## src/rtl/agu_pkg.sv

```systemverilog
// agu_pkg: shared types and helpers for the memory address generation unit.
//   agu_state_e : IDLE / EMIT state encoding
//   AGU_SINGLE / AGU_BURST : request mode encoding on req_burst
//   len_w()     : width of the beat-count field for a given MAX_BURST
package agu_pkg;

  localparam logic AGU_SINGLE = 1'b0;
  localparam logic AGU_BURST  = 1'b1;

  typedef enum logic {
    AGU_IDLE = 1'b0,
    AGU_EMIT = 1'b1
  } agu_state_e;

  // Beat-count width: enough to hold MAX_BURST itself.
  function automatic int unsigned len_w(input int unsigned max_burst);
    return $clog2(max_burst) + 1;
  endfunction

endpackage

```

## src/rtl/cla_nbit.sv

```systemverilog
// cla_nbit: parametrised parallel-prefix carry-lookahead adder.
//   a, b : W-bit operands
//   sum  : (a + b) mod 2^W
//   cout : carry out of bit W-1
module cla_nbit #(
  parameter int unsigned W = 16
) (
  input  logic [W-1:0] a,
  input  logic [W-1:0] b,
  output logic [W-1:0] sum,
  output logic         cout
);

  localparam int unsigned LVLS = $clog2(W);

  logic [W-1:0] g;
  logic [W-1:0] p;
  logic [W-1:0] gp;
  logic [W-1:0] pp;

  // Kogge-Stone prefix; descending i keeps each level reading the previous level's values.
  always_comb begin
    g  = a & b;
    p  = a ^ b;
    gp = g;
    pp = p;
    for (int lvl = 0; lvl < int'(LVLS); lvl++) begin
      for (int i = int'(W) - 1; i >= 0; i--) begin
        if (i >= (1 << lvl)) begin
          gp[i] = gp[i] | (pp[i] & gp[i - (1 << lvl)]);
          pp[i] = pp[i] & pp[i - (1 << lvl)];
        end
      end
    end
  end

  assign sum  = p ^ {gp[W-2:0], 1'b0};
  assign cout = gp[W-1];

endmodule

```

## src/rtl/mem_agu.sv

```systemverilog
// mem_agu: handshaked address generation unit for the load/store path.
// Aligns the base, adds a scaled signed offset, then emits one address or a
// burst of consecutive word addresses with per-beat wrap reporting.
//   clk, rst_n        : clock, synchronous active-low reset
//   req_*             : request channel (valid/ready, base, offset, mode, length)
//   addr_*            : beat channel toward the data-memory port (valid/ready)
//   addr_last         : final beat of the request
//   addr_wrap         : this beat's address wrapped modulo 2^ADDR_W
//   misalign          : base had nonzero low SHIFT bits
// Build option: define MEM_AGU_ALIGN_CHECK_EN to register and report misalign;
// otherwise misalign is tied low.
module mem_agu
  import agu_pkg::*;
#(
  parameter  int unsigned ADDR_W    = 16,
  parameter  int unsigned OFF_W     = 4,
  parameter  int unsigned SHIFT     = 1,
  parameter  int unsigned MAX_BURST = 8,
  localparam int unsigned LEN_W     = len_w(MAX_BURST)
) (
  input  logic              clk,
  input  logic              rst_n,
  input  logic              req_valid,
  output logic              req_ready,
  input  logic [ADDR_W-1:0] req_base,
  input  logic [OFF_W-1:0]  req_off,
  input  logic              req_burst,
  input  logic [LEN_W-1:0]  req_len,
  output logic              addr_valid,
  input  logic              addr_ready,
  output logic [ADDR_W-1:0] addr_out,
  output logic              addr_last,
  output logic              addr_wrap,
  output logic              misalign
);

  localparam logic [ADDR_W-1:0] ALIGN_MASK = ~ADDR_W'((1 << SHIFT) - 1);
  localparam logic [ADDR_W-1:0] STEP       = ADDR_W'(1 << SHIFT);

  agu_state_e        state_q, state_d;
  logic              ready_q, ready_d;
  logic              valid_q, valid_d;
  logic [ADDR_W-1:0] addr_q, addr_d;
  logic              last_q, last_d;
  logic              wrap_q, wrap_d;
  logic [LEN_W-1:0]  cnt_q, cnt_d;

  logic [ADDR_W-1:0] off_scaled;
  logic [ADDR_W-1:0] op_a;
  logic [ADDR_W-1:0] op_b;
  logic [ADDR_W-1:0] sum;
  logic              cout;
  logic [LEN_W-1:0]  beats;
  logic              accept;

  assign off_scaled = {{(ADDR_W - OFF_W){req_off[OFF_W-1]}}, req_off} << SHIFT;
  assign accept     = (state_q == AGU_IDLE) && req_valid;

  // One shared adder: first address in IDLE, increment in EMIT.
  always_comb begin
    op_a = addr_q;
    op_b = STEP;
    if (state_q == AGU_IDLE) begin
      op_a = req_base & ALIGN_MASK;
      op_b = off_scaled;
    end
  end

  cla_nbit #(.W(ADDR_W)) u_cla (
    .a    (op_a),
    .b    (op_b),
    .sum  (sum),
    .cout (cout)
  );

  // Beat count: SINGLE is 1; BURST length 0 means 1, lengths above MAX_BURST clamp.
  always_comb begin
    beats = LEN_W'(1);
    if (req_burst == AGU_BURST) begin
      if (req_len == '0)                          beats = LEN_W'(1);
      else if (req_len > LEN_W'(MAX_BURST))       beats = LEN_W'(MAX_BURST);
      else                                        beats = req_len;
    end
  end

  // Next-state and registered outputs.
  always_comb begin
    state_d = state_q;
    valid_d = valid_q;
    addr_d  = addr_q;
    last_d  = last_q;
    wrap_d  = wrap_q;
    cnt_d   = cnt_q;
    unique case (state_q)
      AGU_IDLE: begin
        if (req_valid) begin
          addr_d  = sum;
          // True sum outside [0, 2^ADDR_W): carry disagrees with offset sign.
          wrap_d  = cout ^ req_off[OFF_W-1];
          cnt_d   = beats;
          last_d  = (beats == LEN_W'(1));
          valid_d = 1'b1;
          state_d = AGU_EMIT;
        end
      end
      AGU_EMIT: begin
        if (addr_ready) begin
          if (cnt_q == LEN_W'(1)) begin
            valid_d = 1'b0;
            last_d  = 1'b0;
            cnt_d   = '0;
            state_d = AGU_IDLE;
          end else begin
            addr_d = sum;
            wrap_d = cout;
            cnt_d  = cnt_q - LEN_W'(1);
            last_d = (cnt_q == LEN_W'(2));
          end
        end
      end
      default: state_d = AGU_IDLE;
    endcase
    ready_d = (state_d == AGU_IDLE);
  end

  always_ff @(posedge clk) begin
    if (!rst_n) begin
      state_q <= AGU_IDLE;
      ready_q <= 1'b1;
      valid_q <= 1'b0;
      addr_q  <= '0;
      last_q  <= 1'b0;
      wrap_q  <= 1'b0;
      cnt_q   <= '0;
    end else begin
      state_q <= state_d;
      ready_q <= ready_d;
      valid_q <= valid_d;
      addr_q  <= addr_d;
      last_q  <= last_d;
      wrap_q  <= wrap_d;
      cnt_q   <= cnt_d;
    end
  end

`ifdef MEM_AGU_ALIGN_CHECK_EN
  logic misalign_q, misalign_d;

  // Captured once per request, reported on every beat of it.
  always_comb begin
    misalign_d = misalign_q;
    if (accept) misalign_d = |req_base[SHIFT-1:0];
  end

  always_ff @(posedge clk) begin
    if (!rst_n) misalign_q <= 1'b0;
    else        misalign_q <= misalign_d;
  end

  assign misalign = misalign_q;
`else
  assign misalign = 1'b0;
`endif

  assign req_ready  = ready_q;
  assign addr_valid = valid_q;
  assign addr_out   = addr_q;
  assign addr_last  = last_q;
  assign addr_wrap  = wrap_q;

endmodule

```

## config.mk

```make
export PLATFORM = sky130hd
export DESIGN_NAME = mem_agu
export DESIGN_NICKNAME = d
export VERILOG_FILES = /design/src/rtl/agu_pkg.sv /design/src/rtl/cla_nbit.sv /design/src/rtl/mem_agu.sv
export SDC_FILE = /design/constraint.sdc
export NUM_CORES = 1
export LEC_CHECK = 0
export CAP_MARGIN = 40
export CORE_ASPECT_RATIO = 1.25
export CORE_MARGIN = 2
export CORE_UTILIZATION = 35
export DETAILED_ROUTE_END_ITERATION = 16
export PLACE_DENSITY = 0.58
export RECOVER_POWER = 100
export SKIP_CTS_REPAIR_TIMING = 1
export SLEW_MARGIN = 20
export SYNTH_ARGS = -nofsm -noshare
export SYNTH_HDL_FRONTEND = slang
export SYNTH_SLANG_ARGS = --single-unit
```

## constraint.sdc

```tcl
create_clock -name clk -period 4.1 [get_ports clk]
set_clock_uncertainty 0.1 [all_clocks]
set_input_delay 0.82 -clock clk [delete_from_list [all_inputs] [get_ports clk]]
set_output_delay 0.82 -clock clk [all_outputs]
set_load 0.1 [all_outputs]
```

; ---- Word-level counts from Yosys, hierarchy flattened
; Index checks and enable logic that the tools add are counted.
[word_totals]
register_bits = 25
inputBits = 29
output_inout_bits = 21
wordCells = 187
[op_classes]
addsub = 1
n_lt_le_gt_ge = 1
n_eq_ne = 7
muxes = 29
n_bitwise = 138
reduce_logical = 4
[op_table]
columns = operator, count
row1 = 1-bit bitwise AND, 83
row2 = 16-bit two-way mux, 5
row3 = 1-bit OR, 49
row4 = 16-bit one-hot mux with 2 select lines, 1
row5 = 16-bit XOR, 2
row6 = 4-bit two-way mux, 6
row7 = 16-bit bitwise AND, 1
row8 = 1-bit two-way mux, 12
row9 = 4-bit by 1-bit equality test with 1-bit output (second input constant), 2
row10 = 1-bit one-hot mux with 2 select lines, 4
row11 = 4-bit one-hot mux with 2 select lines, 1
row12 = 2-bit inequality test (second input constant), 3
row13 = 3-bit AND reduction, 2
row14 = 4-bit by 2-bit equality test with 1-bit output (second input constant), 1
row15 = 4-bit greater-than comparator (second input constant), 1
row16 = 4-bit logical NOT, 1
row17 = 4-bit by 1-bit subtractor with 4-bit output (second input constant), 1
row18 = 2-bit by 1-bit inequality test with 1-bit output (second input constant), 1
row19 = 1-bit inverter, 2
row20 = 2-bit AND reduction, 1
row21 = 1-bit XOR, 1

; ---- Longest topological paths before layout
; Gate-level depths: netlist of run 1.
[depth]
depth_word = 13
depth_mapped = 13
depth_no_buf = 10

; ---- By module
; A second synthesis of run 1 with hierarchy kept.
[hier_totals]
hier_cells = 256
hier_area_um2 = 2184.6
[by_module_without_submodules]
columns = module, n_inst, cells_each, area_per_inst_um2, seq_area_each_um2
row1 = mem_agu, 1, 154, 1415.1, 500.5
row2 = cla_nbit, 1, 102, 769.5, 0.0

; ---- Worst setup path after synthesis of run 1
; Ideal clock, no wire load.
[synth_timing]
path_kind = register to register
from = register state_q
to = register addr_q[13] (netlist: addr_out[13])
setup_time_ns = 0.079
arrival_time_ns = 3.221
t_required_ns = 3.921
setup_slack_ns = 0.700
path_stages_with_launch = 14
path_buffers = 3
period_less_slack_ns = 3.400
path_cell_list = dfxtp_1 -> buf_2 -> buf_1 -> buf_1 -> mux2_2 -> ha_1 -> inv_1 -> fa_1 -> nand2b_2 -> a21oi_1 -> or3_4 -> a221o_1 -> or2_0 -> o211ai_1
[synth_via]
elab_chain_cells = 13
word_cells_on_any_way = 48
cone_classes = 3 x eq/ne / 6 x mux / 38 x bitwise / 1 x reduce/logical
[synth_rtl]
columns = element, line
row1 = start: declaration, mem_agu.sv:40  ; agu_state_e state_q, state_d;
row2 = start signal: assignment, mem_agu.sv:136  ; state_q <= state_d;
row3 = 16-bit two-way mux, mem_agu.sv:63  ; if (state_q == AGU_IDLE) begin
row4 = 16-bit XOR / 16-bit bitwise AND (equally long branches), "cla_nbit.sv:24, cla_nbit.sv:23"
row5 = 1-bit bitwise AND, cla_nbit.sv:30  ; gp[i] = gp[i] | (pp[i] & gp[i - (1 << lvl)]);
row6 = 1-bit OR, cla_nbit.sv:30
row7 = 1-bit bitwise AND, cla_nbit.sv:30
row8 = 1-bit OR, cla_nbit.sv:30
row9 = 1-bit bitwise AND / 1-bit OR (equally long branches), cla_nbit.sv:30
row10 = 1-bit OR / 1-bit bitwise AND (equally long branches), cla_nbit.sv:30
row11 = 1-bit OR, cla_nbit.sv:30
row12 = 16-bit XOR, cla_nbit.sv:37  ; assign sum = p ^ {gp[W-2:0], 1'b0};
row13 = 16-bit two-way mux, mem_agu.sv:108  ; if (cnt_q == LEN_W'(1)) begin
row14 = 16-bit two-way mux, mem_agu.sv:107  ; if (addr_ready) begin
row15 = 16-bit one-hot mux with 2 select lines, mem_agu.sv:94  ; unique case (state_q)
row16 = end signal: assignment, mem_agu.sv:139  ; addr_q <= addr_d;
row17 = end: declaration, mem_agu.sv:43  ; logic [ADDR_W-1:0] addr_q, addr_d;
; Several ways; a longest one is shown, not always the timed one. The select of a mux whose other input is x is not followed.
; A chain may end at the register's enable or synchronous reset.

; ---- Final worst setup path of run 1
[layout_timing]
from = register state_q
to = register addr_q[8] (netlist: addr_out[8])
[layout_via]
elab_chain_cells = 12
word_cells_on_any_way = 32
cone_classes = 3 x eq/ne / 6 x mux / 22 x bitwise / 1 x reduce/logical
[layout_rtl]
columns = element, line
row1 = 16-bit two-way mux, mem_agu.sv:63
row2 = 16-bit XOR / 16-bit bitwise AND (equally long branches), "cla_nbit.sv:24, cla_nbit.sv:23"
row3 = 1-bit bitwise AND, cla_nbit.sv:30
row4 = 1-bit OR, cla_nbit.sv:30
row5 = 1-bit bitwise AND, cla_nbit.sv:30
row6 = 1-bit OR, cla_nbit.sv:30
row7 = 1-bit bitwise AND, cla_nbit.sv:30
row8 = 1-bit OR, cla_nbit.sv:30
row9 = 16-bit XOR, cla_nbit.sv:37
row10 = 16-bit two-way mux, mem_agu.sv:108
row11 = 16-bit two-way mux, mem_agu.sv:107
row12 = 16-bit one-hot mux with 2 select lines, mem_agu.sv:94
; Several ways; a longest one is shown, not always the timed one. The select of a mux whose other input is x is not followed.

==> results of run 1 <==
==> final timing paths <==
| check | endpoint | cells after the start | start |
|---|---|---|---|
| max | addr_out[8] | 9 | state_q |
| min | addr_valid | 2 | addr_valid |
| max reg2reg | addr_out[8] | 9 | state_q |
| min reg2reg | addr_valid | 2 | addr_valid |
==> per-layer routing <==
metal	global-route usage	part of all wire
met1	0.2143	0.44
met2	0.3384	0.53
met3	0.01515	0.029
met4	0.03869	0.0033
met5	0	0
==> worst reg2reg max path: stages, from the launching register on <==
cell	delay (ns)
dfxtp_1	0.66
buf_4	0.32
clkbuf_1	0.56
nand2_1	0.13
and2_0	0.28
a21oi_1	0.65
buf_4	0.31
and4b_1	0.21
mux2i_1	0.07
nand3_1	0.07
==> per-stage QoR <==
stage / instance area, um2 / util / instances / worst slack (ns)
after global placement: 2848 / 0.4365 / 414 / 0.5152
after CTS: 3188 / 0.4887 / 437 / 0.7901
after detailed placement: 3133 / 0.4802 / 433 / 0.4933
after floorplan: 2344 / - / 295 / 0.6998
after global routing: 2989 / 0.4582 / 437 / 0.3504
final: 2989 / 0.4582 / 437 / 0.6832
==> flip-flops by register name, indices dropped and copies added, names as in the netlist <==
name	count
addr_out	15
cnt_q	4
addr_last	1
addr_valid	1
addr_wrap	1
req_ready	1
state_q	1
==> cell usage after synthesis (3+ instances only) <==
cell type   n  share of area
nand3_1    20          0.043
a31oi_1     3         0.0080
buf_2       4         0.0086
dfxtp_1    24           0.21
nand2b_1    3         0.0080
nor3b_1     5          0.016
mux2_2     12          0.058
o211ai_1    6          0.019
clkbuf_1    9          0.014
a31o_2      3          0.011
nor2_1     14          0.022
inv_1      10          0.016
nand2_1    31          0.050
a21boi_0    4          0.013
nand4_1     5          0.013
xnor2_1     5          0.019
o21ai_0    19          0.041
and2_1      4          0.011
o211a_1     4          0.017
a21o_1      3         0.0096
a21oi_1    17          0.036
ha_1       16          0.086
nor2b_1     6          0.016
o31ai_1     3         0.0096
buf_6       3          0.014
==> cells by family after synthesis <==
group	count (synthesis)
buffers and inverters	30
xor gates and xnor gates	7
DFF	24
AOI/OAI and AO/OA	89
muxes	14
and+or+nand+nor	110
adders and majority gates	19
other	1
==> power by group through the flow <==
stage / clock (mW) / combinational, mW / sequential [mW]
2_1_floorplan: 0 / 0.286 / 0.481
3_3_place_gp: 0 / 0.609 / 0.299
3_5_place_dp: 0 / 0.698 / 0.298
4_1_cts: 0.181 / 0.700 / 0.293
5_1_grt: 0.186 / 0.679 / 0.297
6_report: 0.172 / 0.631 / 0.292
==> layout make-up <==
| type | instances | area share |
|---|---|---|
| clock buffers | 4 | 0.01842 |
| well taps | 87 | 0.03642 |
| inverters | 10 | 0.01256 |
| repair buffers | 71 | 0.1992 |
| flip-flops and latches | 24 | 0.1607 |
| multi-input cells | 241 | 0.5726 |
==> flow_summary_export.csv, run 1 <==
group,metric,value,unit
sta,finalHoldViolCount,0,
pwr,p_sw_frac,0.4802,
yosys,syn_area,2340,um2
cells_and_area,drive_above_1_share,0.1086,
run,drv_cap,0,
pwr,clkPwrFrac,0.157,
pwr,power_frac_comb,0.576,
setup_path,critPathMaxFanout,15,
cells_and_area,final_cell_mix,"clkdlybuf4s50_1, nand2_1, dfxtp_1",
drt,route.detailed.drc,0,
status,status,"finished clean",
pwr,seq_power_share,0.267,
global_routing,antenna_found_initial,0,
yosys,avgSynthCellArea,7.958,um2
cts,cts_tree,"built",
sta,fmax,292.7,MHz
setup_path,path_delay_family,"buffers and inverters",
cells_and_area,fin_nets,397,
pwr,fin_total_pwr,1.095,mW
drt,routed_wl,6362,um
cells_and_area,layout_commonest_cell,"clkdlybuf4s50_1",
cts,clk_latency,0.28,ns
setup_path,crit_arrival,3.53,ns
pwr,internal_power,0.5692,mW
yosys,syn_inst,294,
yosys,ys_types,69,
yosys,synth-simple-area-share,0.2561,
cells_and_area,area_delta_synth_final,27.75,%
global_routing,track_usage,0.1768,
sta,rsz0062_at_grt,"no",
yosys,synth-xor-area-share,0.02620,
floorplan,pin_count,50,
drt,drtPass1Iterations,4,
drt,vias_per_cell,5.515,
sta,slew_violations,0,
cells_and_area,multi_input_area,1712,um2
pwr,power.density,366.3,nW/um2
sta,worst_slew_pin_slew,1.185,ns
global_routing,grt_pass1_wl,10740,um
sta,tns,0,ns
yosys,synth_top_family_by_area,"compound AO/OA/AOI/OAI gates",
yosys,async_flop_share,0,
yosys,synthAdderAreaFrac,0.1027,
setup_path,path_buf_inv,3,
sta,finalCritPeriodShare,0.8334,
sta,slew_headroom,0.2136,
cts,clkTransAtPathRegs,0.10,ns
yosys,ys_warn_count,0,
yosys,ys_seq_elements,24,
sta,setup_viol,0,
floorplan,fp.dieH,95.41,um
yosys,synth_mux_area_frac,0.06631,
floorplan,core,6524,um2
sta,hold_ws,0.3883,ns
cells_and_area,seqCellArea,480.5,um2
pwr,vdd_drop_max,0.1383,mV
placement,gp_congestion,0.8635,
floorplan,die_w,77.13,um
yosys,synthFlopType,"dfxtp_1",
cells_and_area,fillers,692,
floorplan,die-area,7359,um2
cts,cts.sinks,24,
drt,wl_per_cell,14.56,um
setup_path,max_stage_delay,0.66,ns
cts,htreeDepth,1,
floorplan,initial_core_util,0.3586,
setup_path,rrSetupSlack,0.68,ns
worst_hold_path,hp-class,"reg2reg",
placement,dp_hpwl,4879,um
setup_path,start_kind,"flip-flop",
cells_and_area,antenna_cells,0,
yosys,synth_edf_count,0,
pwr,power_switching,0.5258,mW
cts,cts_buffer_depth,2,
drt,drt_iter0_drc,80,
yosys,ys_seq_area_frac,0.2053,
drt,num_vias,2410,
pwr,p_leak,1.183,nW
setup_path,slowest_stage,"dfxtp_1",
setup_path,cp_common_cell,"buf_4",
setup_path,critPathRequiredTime,4.21,ns
global_routing,grt_max_degree,20,
floorplan,row_count,33,
setup_path,crit_path_cell_trace,"buf_4, clkbuf_1, nand2_1, and2_0, a21oi_1, buf_4, and4b_1, mux2i_1, nand3_1",
cts,cts-root-buf,"clkbuf_8",
drt,ant_nets,0,
cts,cts_buffers,3,
setup_path,end_kind,"flip-flop",
setup_path,path_class,"reg2reg",
global_routing,overflow,0,
placement,portBuffers,46,
global_routing,grt_pass1_vias,2356,
yosys,synth_compound_area_frac,0.2786,
sta,min_period,3.417,ns
(Power assumes the default switching activity.)
==> inputs of run 2 (changes only) <==
--- a/config.mk
+++ b/config.mk
@@ -10,7 +10,7 @@
 export CORE_MARGIN = 2
 export CORE_UTILIZATION = 35
 export DETAILED_ROUTE_END_ITERATION = 16
-export PLACE_DENSITY = 0.58
+export PLACE_DENSITY = 0.6
 export RECOVER_POWER = 100
 export SKIP_CTS_REPAIR_TIMING = 1
 export SLEW_MARGIN = 20
==> constraint.sdc (replaced) <==
create_clock -name clk -period 3.06 [get_ports clk]
set_clock_uncertainty 0.1 [all_clocks]
set_input_delay 0.612 -clock clk [delete_from_list [all_inputs] [get_ports clk]]
set_output_delay 0.612 -clock clk [all_outputs]
set_load 0.1 [all_outputs]
==> flow_summary_export.csv, run 2 (same netlist as run 1, synthesis figures left out) <==
group,metric,value,unit
pwr,seq_power_share,0.264,
cts,cts-root-buf,"clkbuf_8",
sta,slew_headroom,0.2199,
floorplan,die_w,77.13,um
pwr,power_frac_comb,0.582,
cells_and_area,layout_commonest_cell,"buf_4",
floorplan,initial_core_util,0.3586,
worst_hold_path,hp-class,"reg2reg",
drt,route.detailed.drc,0,
cells_and_area,antenna_cells,0,
sta,slew_violations,0,
drt,num_vias,2445,
global_routing,overflow,0,
setup_path,crit_arrival,3.03,ns
setup_path,regToRegStartpoint,"state_q",
cts,cts_tree,"built",
cells_and_area,area_delta_synth_final,30.86,%
setup_path,slowest_stage,"or3_4",
sta,min_period,2.924,ns
floorplan,core,6524,um2
global_routing,track_usage,0.1768,
placement,dp_slack,-0.1972,ns
setup_path,crit_path_cell_trace,"clkdlybuf4s50_1, mux2_2, ha_2, inv_2, fa_2, nand2b_4, a221oi_2, or3_4, a221o_1, or2_1, o211ai_1",
drt,vias_per_cell,5.421,
worst_hold_path,hold_start,"addr_valid",
sta,worst_slew_pin_slew,1.175,ns
sta,finalCritPeriodShare,0.9557,
setup_path,critPathRequiredTime,3.16,ns
sta,rsz0062_at_grt,"yes",
floorplan,die-area,7359,um2
cts,cts.sinks,24,
status,status,"finished clean",
pwr,p_leak,1.277,nW
sta,fmax,341.9,MHz
sta,hold_ws,0.3658,ns
pwr,internal_power,0.7699,mW
placement,gp_congestion,0.8852,
setup_path,max_stage_delay,0.41,ns
pwr,p_sw_frac,0.4810,
drt,routed_wl,6465,um
cells_and_area,fin_nets,411,
floorplan,pin_count,50,
cells_and_area,largest_reg_flops,15,
drt,wl_per_cell,14.33,um
cts,cts_buffers,3,
sta,setup_viol,0,
pwr,power_switching,0.7134,mW
global_routing,antenna_found_initial,0,
global_routing,grt_pass1_vias,2398,
pwr,vdd_drop_max,0.1917,mV
setup_path,rrSetupSlack,0.27,ns
global_routing,grt_pass1_wl,10700,um
cts,clkTransAtPathRegs,0.09,ns
placement,portBuffers,46,
pwr,power.density,484.5,nW/um2
pwr,clkPwrFrac,0.154,
floorplan,row_count,33,
cts,cts_buffer_depth,2,
global_routing,grt_max_degree,32,
cts,clk_latency,0.27,ns
setup_path,critPathMaxFanout,3,
cells_and_area,drive_above_1_share,0.2115,
sta,setup_ws,0.1355,ns
drt,drt_iter0_drc,83,
run,drv_cap,0,
drt,drtPass1Iterations,4,
setup_path,start_kind,"input port",
setup_path,path_class,"in2reg",
placement,dp_hpwl,5048,um
setup_path,startpoint,"req_base[1]",
drt,ant_nets,0,
sta,finalHoldViolCount,0,
cells_and_area,final_cell_mix,"buf_4, nand2_1, clkdlybuf4s50_1",
floorplan,fp.dieH,95.41,um
setup_path,end_kind,"flip-flop",
cts,htreeDepth,1,
[run 2: through the flow]
step	cell area, um2	TNS [ns]	utilization	cells	power (mW)
after detailed placement	3062	-0.7404	0.4693	447	1.288
after CTS	3117	0	0.4778	451	1.527
final	3062	0	0.4693	451	1.483
after global placement	3062	-0.7600	0.4693	447	1.279
after global routing	3062	-0.008020	0.4693	451	1.583
after floorplan	2347	-0.1177	-	295	1.029
[run 2: power by group through the flow]
stage          Combinational [mW]  Clock [mW]  Sequential (mW)
2_1_floorplan               0.384           0            0.645
3_3_place_gp                0.881           0            0.398
3_5_place_dp                0.890           0            0.399
4_1_cts                     0.892       0.243            0.392
5_1_grt                     0.932       0.254            0.397
6_report                    0.863       0.229            0.391
[run 2: layout make-up]
class                   instances  area, um2
flip-flops and latches         24      481.7
well taps                      87      108.9
fillers                       693       3462
multi-input cells             241       1732
clock buffers                   4      55.05
inverters                      10      37.54
repair buffers                 85      646.9
[run 2: per-layer routing]
layer / GRT usage / up-vias / wire [um]
met1: 0.2042 / 1166 / 2789
met3: 0.01989 / 5 / 222
met5: 0 / - / 0
li1: - / 1232 / -
met4: 0.04613 / 0 / 53
met2: 0.3442 / 42 / 3399
[run 2: worst max-delay path, delay by kind of cell]
family / cells / cell delay [ns]
AND/OR/NAND/NOR: 3 / 0.76
AO/OA/AOI/OAI: 3 / 0.56
buffers and inverters: 2 / 0.45
adder cells (fa/ha/maj): 2 / 0.39
multiplexers: 1 / 0.26
[run 2: final timing paths]
path / endpoint / depth (start not counted)
setup / recovery: addr_out[13] / 11
hold / removal: addr_valid / 2
setup reg to reg: addr_out[13] / 11
hold reg to reg: addr_valid / 2
